`config.mk`:
```
export PLATFORM = sky130hd
export DESIGN_NAME = traffic_phase_controller
export DESIGN_NICKNAME = d
export VERILOG_FILES = /design/src/rtl/traffic_phase_controller.sv
export SDC_FILE = /design/constraint.sdc
export NUM_CORES = 1
export LEC_CHECK = 0
export CORE_ASPECT_RATIO = 1.2
export CORE_MARGIN = 3
export CORE_UTILIZATION = 55
export DETAILED_ROUTE_END_ITERATION = 12
export PLACE_DENSITY_LB_ADDON = 0.05
export SLEW_MARGIN = 20
export SYNTH_ARGS = -nofsm -noshare
export SYNTH_HDL_FRONTEND = slang
export SYNTH_SLANG_ARGS = --single-unit
```
`constraint.sdc`:
```
create_clock -name clk -period 3.1 [get_ports clk]
set_input_delay 0.62 -clock clk [delete_from_list [all_inputs] [get_ports clk]]
set_output_delay 0.62 -clock clk [all_outputs]
set_load 0.05 [all_outputs]
```
`src/rtl/traffic_phase_controller.sv`:
```
// ----------------------------------------------------------------------------
// traffic_phase_controller
//   Two-road (NS/EW) intersection sequencer. It provides configurable phase
//   durations, all-red clearance intervals, a latched pedestrian request that
//   is served by a dedicated walk phase, and a flash (night) mode. Flash mode
//   is entered only at the all-red boundaries.
//
// Ports:
//   clk          in   system clock, rising edge
//   reset        in   synchronous active-high reset, overrides everything
//   ped_req      in   pedestrian button (pulse or level), latched internally
//   flash_mode   in   level request for flash operation
//   NS, EW       out  one-hot lamps {R,Y,G}: 100 red, 010 yellow, 001 green,
//                     000 dark
//   walk         out  pedestrian walk lamp
//   phase        out  current state code (NSG=0 .. FLASH=7)
//   ped_pending  out  a latched pedestrian request is waiting
//
// All outputs are registered. They are decoded from the next state, so they
// change on the same edge that enters a state.
// ----------------------------------------------------------------------------
module traffic_phase_controller #(
  parameter int CNT_W    = 4,
  parameter int T_GREEN  = 5,
  parameter int T_YELLOW = 2,
  parameter int T_ALLRED = 1,
  parameter int T_WALK   = 4,
  parameter int T_FLASH  = 2
) (
  input  logic       clk,
  input  logic       reset,
  input  logic       ped_req,
  input  logic       flash_mode,
  output logic [2:0] NS,
  output logic [2:0] EW,
  output logic       walk,
  output logic [2:0] phase,
  output logic       ped_pending
);

  localparam int T_MAX = (1 << CNT_W) - 1;

  // Reject durations of zero or durations that do not fit in the timer.
  if ((T_GREEN  < 1) || (T_GREEN  > T_MAX) ||
      (T_YELLOW < 1) || (T_YELLOW > T_MAX) ||
      (T_ALLRED < 1) || (T_ALLRED > T_MAX) ||
      (T_WALK   < 1) || (T_WALK   > T_MAX) ||
      (T_FLASH  < 1) || (T_FLASH  > T_MAX)) begin : g_bad_param
    $error("traffic_phase_controller: illegal T_* parameter for CNT_W");
  end

  typedef enum logic [2:0] {
    NSG   = 3'd0,
    NSY   = 3'd1,
    AR1   = 3'd2,
    EWG   = 3'd3,
    EWY   = 3'd4,
    AR2   = 3'd5,
    WALK  = 3'd6,
    FLASH = 3'd7
  } state_t;

  localparam logic [2:0] LAMP_R   = 3'b100;
  localparam logic [2:0] LAMP_Y   = 3'b010;
  localparam logic [2:0] LAMP_G   = 3'b001;
  localparam logic [2:0] LAMP_OFF = 3'b000;

  // Terminal timer values: a state is left when the timer reaches T-1.
  localparam logic [CNT_W-1:0] G_LAST  = CNT_W'(T_GREEN - 1);
  localparam logic [CNT_W-1:0] Y_LAST  = CNT_W'(T_YELLOW - 1);
  localparam logic [CNT_W-1:0] AR_LAST = CNT_W'(T_ALLRED - 1);
  localparam logic [CNT_W-1:0] W_LAST  = CNT_W'(T_WALK - 1);
  localparam logic [CNT_W-1:0] F_LAST  = CNT_W'(T_FLASH - 1);
  localparam logic [CNT_W-1:0] T_ZERO  = {CNT_W{1'b0}};
  localparam logic [CNT_W-1:0] T_ONE   = CNT_W'(1);

  state_t           state_r, state_next_s;
  logic [CNT_W-1:0] timer_r, timer_next_s;
  logic             flash_on_r, flash_on_next_s;
  logic             ped_next_s;
  logic [2:0]       ns_next_s, ew_next_s;
  logic             walk_next_s;

  // Next-state, timer, flash-lamp flag and pedestrian latch.
  always_comb begin
    state_next_s    = state_r;
    timer_next_s    = timer_r + T_ONE;
    flash_on_next_s = flash_on_r;
    ped_next_s      = ped_pending;

    case (state_r)
      NSG: begin
        if (timer_r == G_LAST) state_next_s = NSY;
        else                   state_next_s = NSG;
      end
      NSY: begin
        if (timer_r == Y_LAST) state_next_s = AR1;
        else                   state_next_s = NSY;
      end
      AR1: begin
        if (timer_r == AR_LAST) begin
          if (flash_mode) state_next_s = FLASH;
          else            state_next_s = EWG;
        end else begin
          state_next_s = AR1;
        end
      end
      EWG: begin
        if (timer_r == G_LAST) state_next_s = EWY;
        else                   state_next_s = EWG;
      end
      EWY: begin
        if (timer_r == Y_LAST) state_next_s = AR2;
        else                   state_next_s = EWY;
      end
      AR2: begin
        if (timer_r == AR_LAST) begin
          // ped_req is included directly so that a press on the exit cycle
          // is served immediately.
          if (flash_mode)                   state_next_s = FLASH;
          else if (ped_pending || ped_req)  state_next_s = WALK;
          else                              state_next_s = NSG;
        end else begin
          state_next_s = AR2;
        end
      end
      WALK: begin
        if (timer_r == W_LAST) state_next_s = NSG;
        else                   state_next_s = WALK;
      end
      FLASH: begin
        // No minimum dwell: leave as soon as the request drops.
        if (!flash_mode) state_next_s = AR2;
        else             state_next_s = FLASH;
      end
      default: state_next_s = NSG;
    endcase

    // The timer restarts on every transition. Inside FLASH it also restarts
    // every half-period, and the lamp flag toggles at that point.
    if (state_next_s != state_r) begin
      timer_next_s = T_ZERO;
      if (state_next_s == FLASH) flash_on_next_s = 1'b1;
      else                       flash_on_next_s = flash_on_r;
    end else if ((state_r == FLASH) && (timer_r == F_LAST)) begin
      timer_next_s    = T_ZERO;
      flash_on_next_s = ~flash_on_r;
    end else begin
      timer_next_s    = timer_r + T_ONE;
      flash_on_next_s = flash_on_r;
    end

    // Entering WALK serves the request. This clear wins over a simultaneous
    // press.
    if ((state_next_s == WALK) && (state_r != WALK)) ped_next_s = 1'b0;
    else if (ped_req)                                ped_next_s = 1'b1;
    else                                             ped_next_s = ped_pending;
  end

  // Lamp decode from the next state, so that the registered lamps track
  // state entry.
  always_comb begin
    ns_next_s   = LAMP_R;
    ew_next_s   = LAMP_R;
    walk_next_s = 1'b0;
    case (state_next_s)
      NSG:   begin ns_next_s = LAMP_G; ew_next_s = LAMP_R; end
      NSY:   begin ns_next_s = LAMP_Y; ew_next_s = LAMP_R; end
      EWG:   begin ns_next_s = LAMP_R; ew_next_s = LAMP_G; end
      EWY:   begin ns_next_s = LAMP_R; ew_next_s = LAMP_Y; end
      WALK:  begin ns_next_s = LAMP_R; ew_next_s = LAMP_R; walk_next_s = 1'b1; end
      FLASH: begin
        if (flash_on_next_s) begin ns_next_s = LAMP_Y;   ew_next_s = LAMP_R;   end
        else                 begin ns_next_s = LAMP_OFF; ew_next_s = LAMP_OFF; end
      end
      default: begin ns_next_s = LAMP_R; ew_next_s = LAMP_R; end
    endcase
  end

  // State, timer and output registers with synchronous reset.
  always_ff @(posedge clk) begin
    if (reset) begin
      state_r     <= NSG;
      timer_r     <= T_ZERO;
      flash_on_r  <= 1'b1;
      ped_pending <= 1'b0;
      NS          <= LAMP_G;
      EW          <= LAMP_R;
      walk        <= 1'b0;
      phase       <= 3'd0;
    end else begin
      state_r     <= state_next_s;
      timer_r     <= timer_next_s;
      flash_on_r  <= flash_on_next_s;
      ped_pending <= ped_next_s;
      NS          <= ns_next_s;
      EW          <= ew_next_s;
      walk        <= walk_next_s;
      phase       <= state_next_s;
    end
  end

endmodule
```
Word level (Yosys, flattened, before mapping)
Index checks and enable logic that the tools add are counted.

Register bits after elaboration: 16. Input port bits: 4.

Equality and inequality tests: 17. Bitwise operators: 1. Mux-type cells: 20. Reductions and logical operators: 8. $add $sub $neg: 1.

Operator list (number): 3-bit 2-to-1 mux (8); 3-bit case mux with 8 select lines (1); 3-bit equality test (second input constant) (7); 3-bit case mux with 3 select lines (2); 3-bit by 2-bit equality test with 1-bit output (second input constant) (3); 3-bit by 1-bit equality test with 1-bit output (second input constant) (2); 3-bit logical NOT (2); 1-bit 2-to-1 mux (6); 2-bit 2-to-1 mux (3); 4-bit by 1-bit adder with 4-bit output (second input constant) (1); 4-bit by 1-bit equality test with 1-bit output (second input constant) (1); 4-bit by 2-bit equality test with 1-bit output (second input constant) (1); 4-bit by 3-bit equality test with 1-bit output (second input constant) (1); 4-bit logical NOT (1); 3-bit inequality test (1); 3-bit inequality test (second input constant) (1); 3-bit OR reduction (1); 1-bit logical AND (2); 2-bit OR reduction (1); 1-bit logical OR (1); 1-bit inverter (1).

Logic depth before layout (Yosys ltp)
Depth after elaboration: 10. Mapped depth: 8. Depth with buffers taken out: 7.

Worst setup path before layout
Ideal clock, no wire load.

Kind: register to register. From: register state_r[2]. To: register timer_r[1]. Data required time: 2.983 ns. Setup time: 0.117 ns. Arrival: 1.996 ns. Stages on the path, launching flop included: 7. Setup slack: 0.987 ns. Clock period less this slack: 2.113 ns. Path through: dfxtp_1 buf_6 and4bb_2 o32ai_2 nor3_4 mux2_4 and4b_1.

Longest elaborated chain between the ends: 4. Elaborated cells on any way between the ends: 12. Classes of those cells: eq/ne: 8; mux: 1; reduce/logical: 3.

RTL lines: start: declaration (RTL line 77) `state_t state_r, state_next_s;`; start signal: assignment (RTL line 192) `state_r <= state_next_s;`; 3-bit equality test, or another cell as far along (RTL line 91, 145); 3-bit case mux with 8 select lines (RTL line 91) `case (state_r)`; 3-bit inequality test (RTL line 141) `if (state_next_s != state_r) begin`; 3-bit OR reduction (no line) (*); end signal: assignment (RTL line 193) `timer_r <= timer_next_s;`; end: declaration (RTL line 78) `logic [CNT_W-1:0] timer_r, timer_next_s;`.

Every way passes the cells marked *; elsewhere a longest branch is shown, timed or not. A chain may end at the register's enable or synchronous reset.

==> results.json <==
{
  "syn-num-nets": 107,
  "synth-simple-area-share": 0.328,
  "drt_pass1_iterations": 4,
  "postSynth.asyncResetShare": 0,
  "synth_largest_area_cell": "dfxtp_1",
  "cts_buffers": 3,
  "max_stage_delay_ns": 0.89,
  "crit_path_cell_trace": "clkdlybuf4s50_1",
  "drive_gt1_frac": 0.135,
  "power_uw": 718,
  "cts_tree": "done",
  "hold_depth": 3,
  "overflow": 0,
  "ff2ff_path_depth": 7,
  "rows": 15,
  "finalCriticalPeriod_ns": 2.39,
  "hold_ws_ns": 0.613,
  "ctsHtreeMaxLevel": 1,
  "reg2reg_from": "timer_r[0]$_SDFF_PP0_",
  "tightest_slew_ns": 0.516,
  "max_cap_viol_count": 0,
  "routed-wl-met2_um": 952,
  "max_slew_margin": 0.655,
  "final_nets": 119,
  "post-place-ws_ns": 0.590,
  "ys_ff_latch": 16,
  "synth_mux_area_frac": 0.0262,
  "synth_cells": 100,
  "crit_type": "flip-flop to output port",
  "cts_max_path_buffers": 2,
  "synth_cell_type_count": 45,
  "critPathRequiredTime_ns": 2.48,
  "max_freq_mhz": 419,
  "die_w_um": 44.0,
  "arrival_ns": 1.77,
  "setup_violations": 0,
  "path_max_fanout": 12,
  "r2r_end": "timer_r[1]$_SDFF_PP0_",
  "ios": 15,
  "cp-start-kind": "flip-flop",
  "num_antenna_cells": 0,
  "area_delta_synth_final_pct": 14.4,
  "grt_pass1_wl_um": 3360,
  "synth_most_common_cell": "dfxtp_1",
  "outcome": "finished clean",
  "synth-adder-area-share": 0.0393,
  "yosys.area_share.xor_xnor": 0.0183,
  "r2r_setup_slack_ns": 1.01,
  "instances_no_fill": 128,
  "slew_violations": 0,
  "hold_end": "flash_on_r$_SDFF_PP1_",
  "initial_core_util": 0.620,
  "fin_skew_ns": 0.00152,
  "clock_latency_ns": 0.28,
  "wl_um": 1910,
  "synth_ff_type": "dfxtp_1",
  "post-route-period-util": 0.770,
  "dpl.hpwl_um": 1430,
  "post_cts_buffers": 0,
  "final_antenna_net_count": 0,
  "pwr_density_cell_mw_per_mm2": 657,
  "grt_max_degree": 14,
  "core_mm2": 0.00154,
  "ys_warn_count": 0,
  "layout_setup_ws_ns": 0.713,
  "synth_common_cells": "dfxtp_1 (16), nor2_1 (9), and3_1 (6)",
  "clock-sinks": 16,
  "die_area_mm2": 0.00227,
  "die_y_um": 51.6,
  "setup_tns_ns": 0,
  "clkTransAtPathRegs_ns": 0.09,
  "gp_congestion": 0.870,
  "post_cts.resized_instances": 0,
  "worstHoldStart": "flash_on_r$_SDFF_PP1_",
  "fill_cells": 122,
  "cts-root-buf": "clkbuf_4",
  "path_buf_inv": 1,
  "wl_per_cell_um": 14.9,
  "vdd_drop_max_mv": 0.446,
  "avgSynthCellArea_um2": 9.55,
  "dp_cells": 124,
  "synth_top_family_by_area": "simple AND/OR/NAND/NOR gates",
  "yosysSeqAreaShare": 0.336,
  "grt_pass1_vias": 778,
  "timing.final.hold_violations": 0,
  "synth_edf_count": 0,
  "rsz0062_at_grt": "no",
  "power_leakage_nw": 0.435,
  "slowest_stage": "clkdlybuf4s50_1",
  "syn-cell-area_um2": 955,
  "cts_hold_buf": 0,
  "met1_length_um": 862,
  "end_kind": "output port",
  "synth_top_area_frac": 0.336,
  "antenna_found_initial": 0,
  "synth_area_leaders": "dfxtp_1 (34%), and3_1 (3.9%), ha_1 (3.9%)",
  "dr_total_vias": 790,
  "cpLargestDelayFamily": "buffers and inverters",
  "grt_use_total": 0.192,
  "drt-initial-drc-count": 16,
  "drc_errors": 0,
  "top_layer": "met4",
  "synth-compound-area-share": 0.170,
  "dr_wl_met3_um": 85,
  "min_path_type": "flip-flop to flip-flop",
  "via_per_inst": 6.17,
  "portBuffers": 14
}
## state kept, by name (all words and copies together) (netlist names)
register     flops
state_r          3
timer_r          4
walk             1
flash_on_r       1
ped_pending      1
NS               3
EW               3
## kinds of logic (layout without fill, tap and decap cells)
kind of cell	Yosys count	after routing
AND/OR/NAND/NOR	44	44
AO/OA/AOI/OAI	21	21
flip-flops	16	16
buffers and inverters	12	23
adder cells (fa/ha/maj)	3	3
XOR/XNOR	2	2
multiplexers	2	2
## final cells by class
class | instances | area [um^2] | area share
multi-input cells | 72 | 556 | 0.509
well taps | 17 | 21.3 | 0.0195
inverters | 5 | 18.8 | 0.0172
flip-flops and latches | 16 | 320 | 0.293
repair buffers | 14 | 140 | 0.128
clock buffers | 4 | 36.3 | 0.0332
## per-stage QoR
stage | util | area [um^2]
3_5_place_dp | 0.686 | 1060
6_report | 0.710 | 1090
5_1_grt | 0.710 | 1090
3_3_place_gp | 0.686 | 1060
2_1_floorplan | - | 955
4_1_cts | 0.710 | 1090
## metal layers
layer	GRT usage	up-vias
li1	-	396
met1	0.249	374
met2	0.320	18
met3	0.0381	2
met4	0.0503	0
met5	0	-
## worst max-delay path by stage
stage,start,end,cells after the start
2_1_floorplan,state_r[2]$_SDFF_PP0_,timer_r[1]$_SDFF_PP0_,6
3_3_place_gp,ped_req,timer_r[1]$_SDFF_PP0_,6
3_5_place_dp,ped_req,timer_r[1]$_SDFF_PP0_,6
4_1_cts,state_r[2]$_SDFF_PP0_,phase[2],1
5_1_grt,state_r[2]$_SDFF_PP0_,phase[2],1
6_report,state_r[2]$_SDFF_PP0_,phase[2],1
## report_power, final
group	internal (mW)	switching (mW)
Combinational	0.126	0.185
Clock	0.0714	0.0610
Sequential	0.236	0.0388
Total	0.433	0.285
## layout by cell type (no fill, tap or decap), drive strengths merged, types with 3 or more instances in the layout
cell type      count
and3               7
clkdlybuf4s50     14
ha                 3
nor3               5
inv                5
clkbuf             4
nor2               9
o211ai             3
nor3b              3
nand3              3
dfxtp             16
a21oi              4
a21o               3
Power figures use the tool's default switching activity.
